<file path="src/rtl/serial_defs_pkg.sv">
// serial_defs: constants shared by the lane scheduler, paralelo_serial and serial_paralelo
package serial_defs;
    localparam logic [7:0] IDLE_SYM  = 8'hBC;
    localparam int         NUM_LANES = 4;
    typedef enum logic {ST_TRAIN = 1'b0, ST_ACTIVE = 1'b1} state_t;
endpackage

</file>
<file path="src/rtl/rr_priority_picker.sv">
// rr_priority_picker: picks the first request at or after ptr, wrapping modulo N
module rr_priority_picker #(
    parameter int N = 4,
    parameter int W = $clog2(N)
) (
    input  logic [N-1:0] req,
    input  logic [W-1:0] ptr,
    output logic [N-1:0] grant,
    output logic [W-1:0] idx,
    output logic         any_grant
);
    logic [W-1:0] c;
    // Scan offsets from the far end so the nearest request to ptr is written last
    always_comb begin
        idx = '0;
        c = '0;
        any_grant = |req;
        for (int i = N - 1; i >= 0; i--) begin
            c = ptr + W'(i);
            if (req[c]) idx = c;
        end
        grant = any_grant ? (N'(1) << idx) : '0;
    end
endmodule

</file>
<file path="src/rtl/serializer_lane_scheduler.sv">
// serializer_lane_scheduler: trains the serial link with idle symbols, then round-robins
// source bytes onto the single paralelo_serial lane
module serializer_lane_scheduler
    import serial_defs::*;
#(
    parameter int         NUM_LANES     = serial_defs::NUM_LANES,
    parameter int         TRAIN_SYMBOLS = 4,
    parameter logic [7:0] IDLE_SYM      = serial_defs::IDLE_SYM,
    parameter int         W             = $clog2(NUM_LANES)
) (
    input  logic                   clk_4f,
    input  logic                   reset_L,
    input  logic [NUM_LANES-1:0]   valid_in,
    input  logic [8*NUM_LANES-1:0] data_in,
    input  logic                   pause,
    output logic [NUM_LANES-1:0]   ready_out,
    output logic [7:0]             data_out,
    output logic                   valid_out,
    output logic [W-1:0]           lane_id,
    output logic                   train_done
);
    localparam int CW = $clog2(TRAIN_SYMBOLS + 1);

    state_t         state, next_state;
    logic [CW-1:0]  cnt;
    logic [W-1:0]   ptr, idx;
    logic [NUM_LANES-1:0] req, grant;
    logic           any_grant;

    assign req = (state == ST_ACTIVE && !pause) ? valid_in : '0;

    rr_priority_picker #(.N(NUM_LANES), .W(W)) u_pick (
        .req       (req),
        .ptr       (ptr),
        .grant     (grant),
        .idx       (idx),
        .any_grant (any_grant)
    );

    always_ff @(posedge clk_4f) begin
        if (!reset_L) state <= ST_TRAIN;
        else          state <= next_state;
    end

    always_comb begin
        next_state = (state == ST_TRAIN && cnt == CW'(TRAIN_SYMBOLS - 1)) ? ST_ACTIVE : state;
    end

    always_comb begin
        ready_out = grant;
    end

    // any_grant is only possible in ACTIVE, so TRAIN keeps the reset values on the outputs
    always_ff @(posedge clk_4f) begin
        if (!reset_L) begin
            cnt        <= '0;
            ptr        <= '0;
            data_out   <= IDLE_SYM;
            valid_out  <= 1'b0;
            lane_id    <= '0;
            train_done <= 1'b0;
        end else begin
            if (state == ST_TRAIN) cnt <= cnt + CW'(1);
            train_done <= next_state == ST_ACTIVE;
            data_out   <= any_grant ? data_in[8*idx +: 8] : IDLE_SYM;
            valid_out  <= any_grant;
            if (any_grant) begin
                lane_id <= idx;
                ptr     <= idx + W'(1);
            end
        end
    end
endmodule

</file>
<file path="config.mk">
export PLATFORM = sky130hd
export DESIGN_NAME = serializer_lane_scheduler
export DESIGN_NICKNAME = d
export VERILOG_FILES = /design/src/rtl/serial_defs_pkg.sv /design/src/rtl/rr_priority_picker.sv /design/src/rtl/serializer_lane_scheduler.sv
export SDC_FILE = /design/constraint.sdc
export NUM_CORES = 1
export LEC_CHECK = 0
export ABC_AREA = 1
export CORE_MARGIN = 1
export CORE_UTILIZATION = 40
export DETAILED_ROUTE_END_ITERATION = 10
export PLACE_DENSITY = 0.8
export SYNTH_ARGS = -nofsm -noshare
export SYNTH_HDL_FRONTEND = slang
export SYNTH_SLANG_ARGS = --single-unit
</file>
<file path="constraint.sdc">
create_clock -name clk_4f -period 2.5 [get_ports clk_4f]
set_clock_uncertainty 0.2 [all_clocks]
set_input_delay 0.5 -clock clk_4f [delete_from_list [all_inputs] [get_ports clk_4f]]
set_output_delay 0.5 -clock clk_4f [all_outputs]
set_load 0.05 [all_outputs]
</file>
* After elaboration in Yosys (flattened, before gate mapping) *
Index checks and enable logic that the tools add are counted.

operators by class
  mux-type cells = 14
  add/sub/neg operators = 5
  equality and inequality tests = 1
  order comparisons = 4
  divide/modulo/power cells = 0
  reduce and logical (&&, ||, !) cells = 5
  bitwise gates (word level) = 1
  multiply operators = 0
  shifts and indexed selects = 2

operator list
  cell                   number
  $shiftx A32 B6 Y8      1
  $lt A2 B3 Y1 const B   4
  $bmux W1 S2            4
  $mux W2                4
  $mux W4                2
  $add A2 B1 Y2 const B  2
  $add A2 B2 Y2 const B  2
  $mux W1                4
  $reduce_or A4 Y1       1
  $shl A1 B2 Y4 const A  1
  $add A3 B1 Y3 const B  1
  $eq A3 B2 Y1 const B   1
  $logic_and A1 B1 Y1    2
  $reduce_and A2 Y1      1
  $logic_not A1 Y1       1
  $not A1 Y1             1

storage, ports and cells
  memory bits (read-only) = 0
  bits of input ports = 39
  bits in latches = 0
  bits in writable memories = 0
  memories = 0
  register bits = 17

* Depth between registers and ports, before layout *
Gate-level depths: netlist (run 1).

  word-level depth = 11
  depth in mapped cells = 16
  mapped depth without buffers = 15

* Hierarchy *
Synthesis (run 1) repeated with hierarchy kept, for this count alone.

unflattened totals
  cell total of the unflattened synthesis = 186
  area total of the unflattened synthesis = 1,136.1 µm²

by module, submodules not included
  module                     sequential area each (µm²)  instances  area each (µm²)  cells an instance
  serializer_lane_scheduler  340.3                       1          893.4            137
  rr_priority_picker         0.0                         1          242.7            49

* Least setup slack after synthesis (run 1) *
Ideal clock, no wire load.

  path kind = register to output
  start = register train_done (netlist name)
  end = output ready_out[0]
  cell stages (with the launch flop) = 14
  path slack = -460 ps
  arrival time = 2,260 ps
  cells stage by stage = dfxtp_1 -> buf_6 -> nand3_2 -> nand2_1 -> nand3_1 -> nand2_1 -> inv_2 -> nand2_4 -> nand2_2 -> nand2_4 -> nand2_4 -> inv_2 -> nand2_1 -> nor2_1

RTL lines
  item       line                             text
  to (decl)  serializer_lane_scheduler.sv:16  output logic [NUM_LANES-1:0] ready_out,

* Final worst setup path (run 1) *
  start = register ptr[0]
  end = output ready_out[3]

between the ends
  word-level cells in the longest chain between the ends = 9
  elaborated cells between the ends (all ways) = 17
  those cells by class = 3 x add/sub; 1 x shift; 13 x mux

RTL lines
  item                           line                             text
  from (decl)                    serializer_lane_scheduler.sv:26  logic [W-1:0] ptr, idx;
  from (signal assigned)         serializer_lane_scheduler.sv:69  ptr <= idx + W'(1);
  $add A2 B2 Y2                  rr_priority_picker.sv:19         c = ptr + W'(i);
  $bmux W1 S2                    rr_priority_picker.sv:20         if (req[c]) idx = c;
  $mux W1 (implied by the code)  rr_priority_picker.sv:20
  $mux W2 (3 in series)          rr_priority_picker.sv:20
  $mux W2 (*)                    rr_priority_picker.sv:20
  $shl A1 B2 Y4 (*)              rr_priority_picker.sv:22         grant = any_grant ? (N'(1) << idx) : '0;
  $mux W4 (*)                    rr_priority_picker.sv:22

Mark *: on every way between the ends. The rest lies on a longest branch, timed or not. The select of a mux whose other input is x is not followed.

==> flow_metrics.env, run 1 <==
export IMPL_root_buffer="clkbuf_4"
export IMPL_ys_seq_elements=17
export IMPL_total_power_mw=1.357
export IMPL_finalSetupViolations=4
export IMPL_seq_area_frac_synth_pct=29.57
export IMPL_cts_buffers=3
export IMPL_cp_data_required_time_ps=1800
export IMPL_fmax_mhz=387.2
export IMPL_wl_per_cell_um=13.77
export IMPL_setup_worst_path_class="register to primary output"
export IMPL_num_vias=1444
export IMPL_multiInputGateArea_sq_um=815.8
export IMPL_fin_cells=287
export IMPL_ios=55
export IMPL_worstPathArrival_ps=1880
export IMPL_crit_start="ptr[0]$_SDFFE_PN0P_"
export IMPL_min_period_over_period_pct=103.3
export IMPL_yosysWarnings=0
export IMPL_place_inst=277
export IMPL_power_density_nw_per_um2=638.7
export IMPL_areaGrowthSynthToFinish_pct=84.57
export IMPL_core_sq_um=2734
export IMPL_endpoint="ready_out[3]"
export IMPL_status="finished with violations"
export IMPL_grt_pass1_vias=1386
export IMPL_fin_crit_ps=2582
export IMPL_synth_nets=222
export IMPL_insertedDiodeCount=0
export IMPL_design_area_sq_um=2125
export IMPL_end_kind="primary output"
export IMPL_r2r_start="train_done$_SDFFE_PN0P_"
export IMPL_power_leakage_nw=0.9640
export IMPL_cts_sinks=17
export IMPL_hold_path_class="register to register"
export IMPL_htreeDepth=1
export IMPL_tightest_slew_ps=540.9
export IMPL_grt_total_usage_pct=24.15
export IMPL_tns_ps=-247.7
export IMPL_place_area_sq_um=1859
export IMPL_grt_overflow=0
export IMPL_drive_above_1_share_pct=30.08
export IMPL_wirelength_mm=3.951
export IMPL_violations="setup timing"
export IMPL_synthesis_instances=181
export IMPL_die_y_um=55.65
export IMPL_seqCellArea_sq_um=351.6
export IMPL_whs_ps=285.5
export IMPL_slew_viol_final=0
export IMPL_ys_types=21
export IMPL_num_rows=19
export IMPL_via_per_inst=5.031
export IMPL_chipWidth_um=55.65
export IMPL_ir_drop_uv=464.4
export IMPL_ant_nets=0
export IMPL_path_max_fanout=6
export IMPL_avgSynthCellArea_sq_um=6.360
export IMPL_antenna_found_initial=0
export IMPL_clk_path_buf_depth=2
export IMPL_gp_congestion=0.9702
export IMPL_r2r_end="data_out[6]$_SDFF_PN0_"
export IMPL_drc_errors=0
export IMPL_path_clk_slew_ps=110
export IMPL_cp_start_kind="register"
export IMPL_nFillCells=191
export IMPL_worst_r2r_setup_slack_ps=480
export IMPL_relSlewSlack_pct=63.82
export IMPL_grt_max_degree=12
export IMPL_reg2regPathDepth=14
export IMPL_finish_net_count=298
export IMPL_io_buffers=54
export IMPL_ctsHoldBuffers=0
export IMPL_layout_setup_ws_ps=-82.48
export IMPL_cts_tree="yes"
export IMPL_grt_pass1_wl_mm=5.975
export IMPL_worstSkewPairLatency_ps=310
export IMPL_final_cell_mix="clkdlybuf4s50_1, nand2_1, inv_1, buf_4, nand3_1"
export IMPL_drt_iter0_drc=54
export IMPL_max_cap_violations=0
export IMPL_synth_area_sq_um=1151
export IMPL_die_area_sq_um=3096
export IMPL_rsz0062_at_grt="yes"
export IMPL_initial_core_util_pct=42.11
export IMPL_hpwlAfterDp_mm=2.521
export IMPL_hold_violations=0
export IMPL_drt_pass1_iterations=4
export IMPL_final_common_cell="clkdlybuf4s50_1"
-- critical path: stages, from the launching register on --
cell	delay (ps)
dfxtp_4	440
inv_8	60
nand2_4	70
nor2_4	40
nor2_2	130
nand2_2	80
inv_2	70
nand2_4	60
nand2_4	70
nand2_4	50
nand2_4	80
inv_4	50
buf_6	110
nor2_4	100
buf_12	140
-- cells in the mapped netlist, drive strengths merged --
| cell type | number | area share [%] |
|---|---|---|
| nand3 | 30 | 15 |
| a21oi | 5 | 2.2 |
| a211oi | 1 | 0.65 |
| xor2 | 1 | 0.76 |
| ha | 2 | 2.2 |
| buf | 7 | 4.7 |
| nand4 | 1 | 0.54 |
| o21ai | 3 | 1.3 |
| dfxtp | 17 | 30 |
| a31oi | 1 | 0.54 |
| inv | 31 | 10 |
| o211ai | 1 | 0.65 |
| nand2 | 58 | 21 |
| nand3b | 8 | 5.2 |
| nor2 | 15 | 4.9 |
-- timing repair --
| item | CTS | global route |
|---|---|---|
| buffers inserted | 4 | 3 |
| endpoints found under the setup margin | 4 | 4 |
| pin swaps | 11 | 15 |
| resized for setup | 36 | 28 |
-- through the flow --
stage / util, % / setup WS [ps]
global placement: 68.01 / -290.7
finish: 77.71 / -82.48
CTS: 73.55 / -11.67
floorplan: - / 29.07
global route: 77.71 / -157.0
detailed placement: 68.01 / -304.7
-- routing by layer --
layer | GRT usage, % | wire [um] | part of all wire (%) | vias up
li1 | - | - | - | 716
met1 | 30.17 | 1677 | 42 | 667
met2 | 42.34 | 1978 | 50 | 48
met3 | 2.791 | 156 | 3.9 | 13
met4 | 9.286 | 138 | 3.5 | 0
met5 | 0 | 0 | 0 | -
-- how the worst min path moves through the flow --
stage	slack [ps]	cells after the start	from	to
final	290	2	lane_id[1]$_SDFFE_PN0P_	lane_id[1]$_SDFFE_PN0P_
after global routing	330	2	lane_id[1]$_SDFFE_PN0P_	lane_id[1]$_SDFFE_PN0P_
after CTS	270	2	lane_id[1]$_SDFFE_PN0P_	lane_id[1]$_SDFFE_PN0P_
after detailed placement	260	2	lane_id[1]$_SDFFE_PN0P_	lane_id[1]$_SDFFE_PN0P_
after global placement	260	2	lane_id[1]$_SDFFE_PN0P_	lane_id[1]$_SDFFE_PN0P_
after floorplan	260	2	cnt[1]$_SDFFE_PN0N_	cnt[1]$_SDFFE_PN0N_
-- cell families after synthesis --
kind of cell | after synthesis | synth area share [%]
compound gates | 11 | 5.326
xor+xnor | 1 | 0.7610
buf+inv | 38 | 15.00
flops | 17 | 29.57
fa+ha+maj | 2 | 2.174
simple gates | 112 | 47.17
-- power by group --
group          switching [mW]  total (mW)  internal (mW)
registers              0.0505       0.370          0.319
logic                   0.461       0.826          0.366
clock network          0.0984       0.161         0.0624
total                   0.609        1.36          0.747
-- layout make-up --
class	count	share of cell area, %
multi-input cells	126	38.40
repair buffers	78	35.51
flip-flops and latches	17	16.55
inverters	31	6.478
well taps	31	1.826
clock buffers	4	1.237
-- registers in the layout, summed over array words and instances (netlist names) --
| register | cells |
|---|---|
| cnt | 3 |
| data_out | 8 |
| lane_id | 2 |
| ptr | 2 |
| train_done | 1 |
| valid_out | 1 |
(Power assumes the default switching activity.)
==> run 2: changes to the inputs <==
--- a/config.mk
+++ b/config.mk
@@ -6,7 +6,6 @@
 export NUM_CORES = 1
 export LEC_CHECK = 0
 export ABC_AREA = 1
-export CORE_MARGIN = 1
 export CORE_UTILIZATION = 40
 export DETAILED_ROUTE_END_ITERATION = 10
 export PLACE_DENSITY = 0.8
==> results of run 2 <==
No change in the layout: final DEF, timing and power equal those of run 1.
==> run 3: changes to the inputs <==
--- a/config.mk
+++ b/config.mk
@@ -8,7 +8,7 @@
 export ABC_AREA = 1
 export CORE_UTILIZATION = 40
 export DETAILED_ROUTE_END_ITERATION = 10
-export PLACE_DENSITY = 0.8
+export PLACE_DENSITY = 0.88
 export SYNTH_ARGS = -nofsm -noshare
 export SYNTH_HDL_FRONTEND = slang
 export SYNTH_SLANG_ARGS = --single-unit
==> flow_metrics.env, run 3 (same netlist as run 1, synthesis figures left out) <==
export IMPL_num_rows=19
export IMPL_fin_crit_ps=2553
export IMPL_crit_path_frequent_cell="nand2_4"
export IMPL_top_regs="data_out: 8 flops, cnt: 3 flops"
export IMPL_p_sw_mw=0.5954
export IMPL_ant_nets=0
export IMPL_r2r_start="train_done$_SDFFE_PN0P_"
export IMPL_cp_slowest_cell="dlygate4sd2_1"
export IMPL_grt_pass1_wl_mm=6.230
export IMPL_endpoint="ready_out[3]"
export IMPL_end_kind="primary output"
export IMPL_critPathTopFamily="simple AND/OR/NAND/NOR gates"
export IMPL_critPathBufInv=4
export IMPL_final_cell_mix="clkdlybuf4s50_1, nand2_1, buf_4"
export IMPL_power_leakage_nw=0.9820
export IMPL_cts_sinks=17
export IMPL_cp_data_required_time_ps=1800
export IMPL_r2r_end="data_out[0]$_SDFF_PN0_"
export IMPL_hold_violations=0
export IMPL_die_area_sq_um=3096
export IMPL_cts_tree="yes"
export IMPL_finish_net_count=302
export IMPL_worstPathArrival_ps=1850
export IMPL_worstSkewPairLatency_ps=290
export IMPL_initial_core_util_pct=42.11
export IMPL_place_area_sq_um=1822
export IMPL_root_buffer="clkbuf_4"
export IMPL_wirelength_mm=4.025
export IMPL_crit_start="valid_in[0]"
export IMPL_grt_pass1_vias=1353
export IMPL_ctsHoldBuffers=0
export IMPL_tightest_slew_ps=538.8
export IMPL_setup_worst_path_class="input pin to primary output"
export IMPL_grt_overflow=0
export IMPL_cp_start_kind="input pin"
export IMPL_pwr_share_clk_pct=11.8
export IMPL_worst_r2r_setup_slack_ps=380
export IMPL_drive_above_1_share_pct=29.23
export IMPL_core_sq_um=2734
export IMPL_final_common_cell="clkdlybuf4s50_1"
export IMPL_htreeDepth=1
export IMPL_cts_buffers=3
export IMPL_areaGrowthSynthToFinish_pct=82.17
export IMPL_max_cap_violations=0
export IMPL_slew_viol_final=0
export IMPL_whs_ps=322.1
export IMPL_relSlewSlack_pct=63.97
export IMPL_fmax_mhz=391.6
export IMPL_antenna_found_initial=0
export IMPL_ir_drop_uv=604.9
export IMPL_violations="setup timing"
export IMPL_power_frac_comb_pct=60.6
export IMPL_io_buffers=54
export IMPL_insertedDiodeCount=0
export IMPL_clk_path_buf_depth=2
export IMPL_rsz0062_at_grt="yes"
export IMPL_path_depth=13
export IMPL_power_density_nw_per_um2=626.4
export IMPL_hpwlAfterDp_mm=2.386
export IMPL_layout_setup_ws_ps=-53.33
export IMPL_grt_max_degree=12
export IMPL_die_y_um=55.65
export IMPL_via_per_inst=4.976
export IMPL_drt_pass1_iterations=4
export IMPL_path_max_fanout=4
export IMPL_finalSetupViolations=4
export IMPL_path_clk_slew_ps=110
export IMPL_gp_congestion=0.9801
export IMPL_status="finished with violations"
export IMPL_crit_chain="dlygate4sd2_1 > nand3_4 > nand2_2 > nand3_2 > nand2_2 > nand2_4 > nand2_4 > nand2_4 > nand2_4 > inv_6 > buf_6 > nor2_4 > buf_12"
export IMPL_reg2regPathDepth=15
export IMPL_switching_share_pct=45.33
export IMPL_chipWidth_um=55.65
export IMPL_design_area_sq_um=2097
export IMPL_top_register="data_out"
export IMPL_drc_errors=0
export IMPL_wl_per_cell_um=13.83
export IMPL_seqPwrFrac_pct=27.5
export IMPL_hold_path_class="register to register"
export IMPL_largest_register_ff_count=8
export IMPL_min_period_over_period_pct=102.1
export IMPL_ios=55
export IMPL_drt_iter0_drc=70
export IMPL_num_vias=1448
export IMPL_grt_total_usage_pct=25.80
export IMPL_p_int_mw=0.7182
export IMPL_crit_path_max_incr_delay_ps=240
-- run 3: routing by layer --
layer  GRT usage, %  wire, um
met1          31.10      1696
met2          45.78      2070
met3          2.791       184
met4          11.79        72
met5              0         0
-- run 3: worst min path at each step --
stage | from | end | slack, ps | cells past startpoint
6_report | lane_id[1]$_SDFFE_PN0P_ | lane_id[1]$_SDFFE_PN0P_ | 320 | 2
5_1_grt | lane_id[1]$_SDFFE_PN0P_ | lane_id[1]$_SDFFE_PN0P_ | 350 | 2
4_1_cts | lane_id[1]$_SDFFE_PN0P_ | lane_id[1]$_SDFFE_PN0P_ | 270 | 2
3_5_place_dp | lane_id[1]$_SDFFE_PN0P_ | lane_id[1]$_SDFFE_PN0P_ | 260 | 2
3_3_place_gp | lane_id[1]$_SDFFE_PN0P_ | lane_id[1]$_SDFFE_PN0P_ | 250 | 2
2_1_floorplan | cnt[1]$_SDFFE_PN0N_ | cnt[1]$_SDFFE_PN0N_ | 260 | 2
-- run 3: what timing repair did --
| item | in CTS | in global routing |
|---|---|---|
| gates cloned | 0 | 0 |
| pin swaps | 11 | 10 |
| setup buffers | 8 | 7 |
| gates resized for setup | 38 | 8 |
| setup endpoints to repair | 4 | 4 |
-- run 3: area by class of cell --
type	instances	area, sq um
tap	31	38.79
fill	165	636.9
sequential	17	351.6
inverter	31	130.1
timing repair buffer	82	775.7
clock inverter	1	5.005
clock buffer	3	22.52
multi-input combinational	126	773.2
-- run 3: worst min-delay path: cells and delay by family, from the launching register on --
| family | cells | cell delay [ps] |
|---|---|---|
| flip-flops | 1 | 330 |
| AND/OR/NAND/NOR | 1 | 70 |
| AO/OA/AOI/OAI | 1 | 70 |
-- run 3: power groups by stage --
stage	combinational, mW	sequential (mW)	clock, mW
after floorplan	0.351	0.409	0
after global placement	0.627	0.358	0
after detailed placement	0.641	0.360	0
after CTS	0.709	0.360	0.154
after global routing	0.842	0.366	0.174
final	0.797	0.362	0.155
-- run 3: metrics by stage --
step / setup WS (ps) / instances / power [mW] / util [%] / setup TNS (ps)
after floorplan: 29.07 / 181 / 0.7596 / - / 0
after global placement: -357.0 / 272 / 0.9850 / 66.64 / -1361
after detailed placement: -406.8 / 272 / 1.001 / 66.64 / -2065
after CTS: -12.04 / 284 / 1.223 / 73.59 / -23.17
after global routing: -144.5 / 291 / 1.382 / 76.70 / -524.6
final: -53.33 / 291 / 1.314 / 76.70 / -152.8
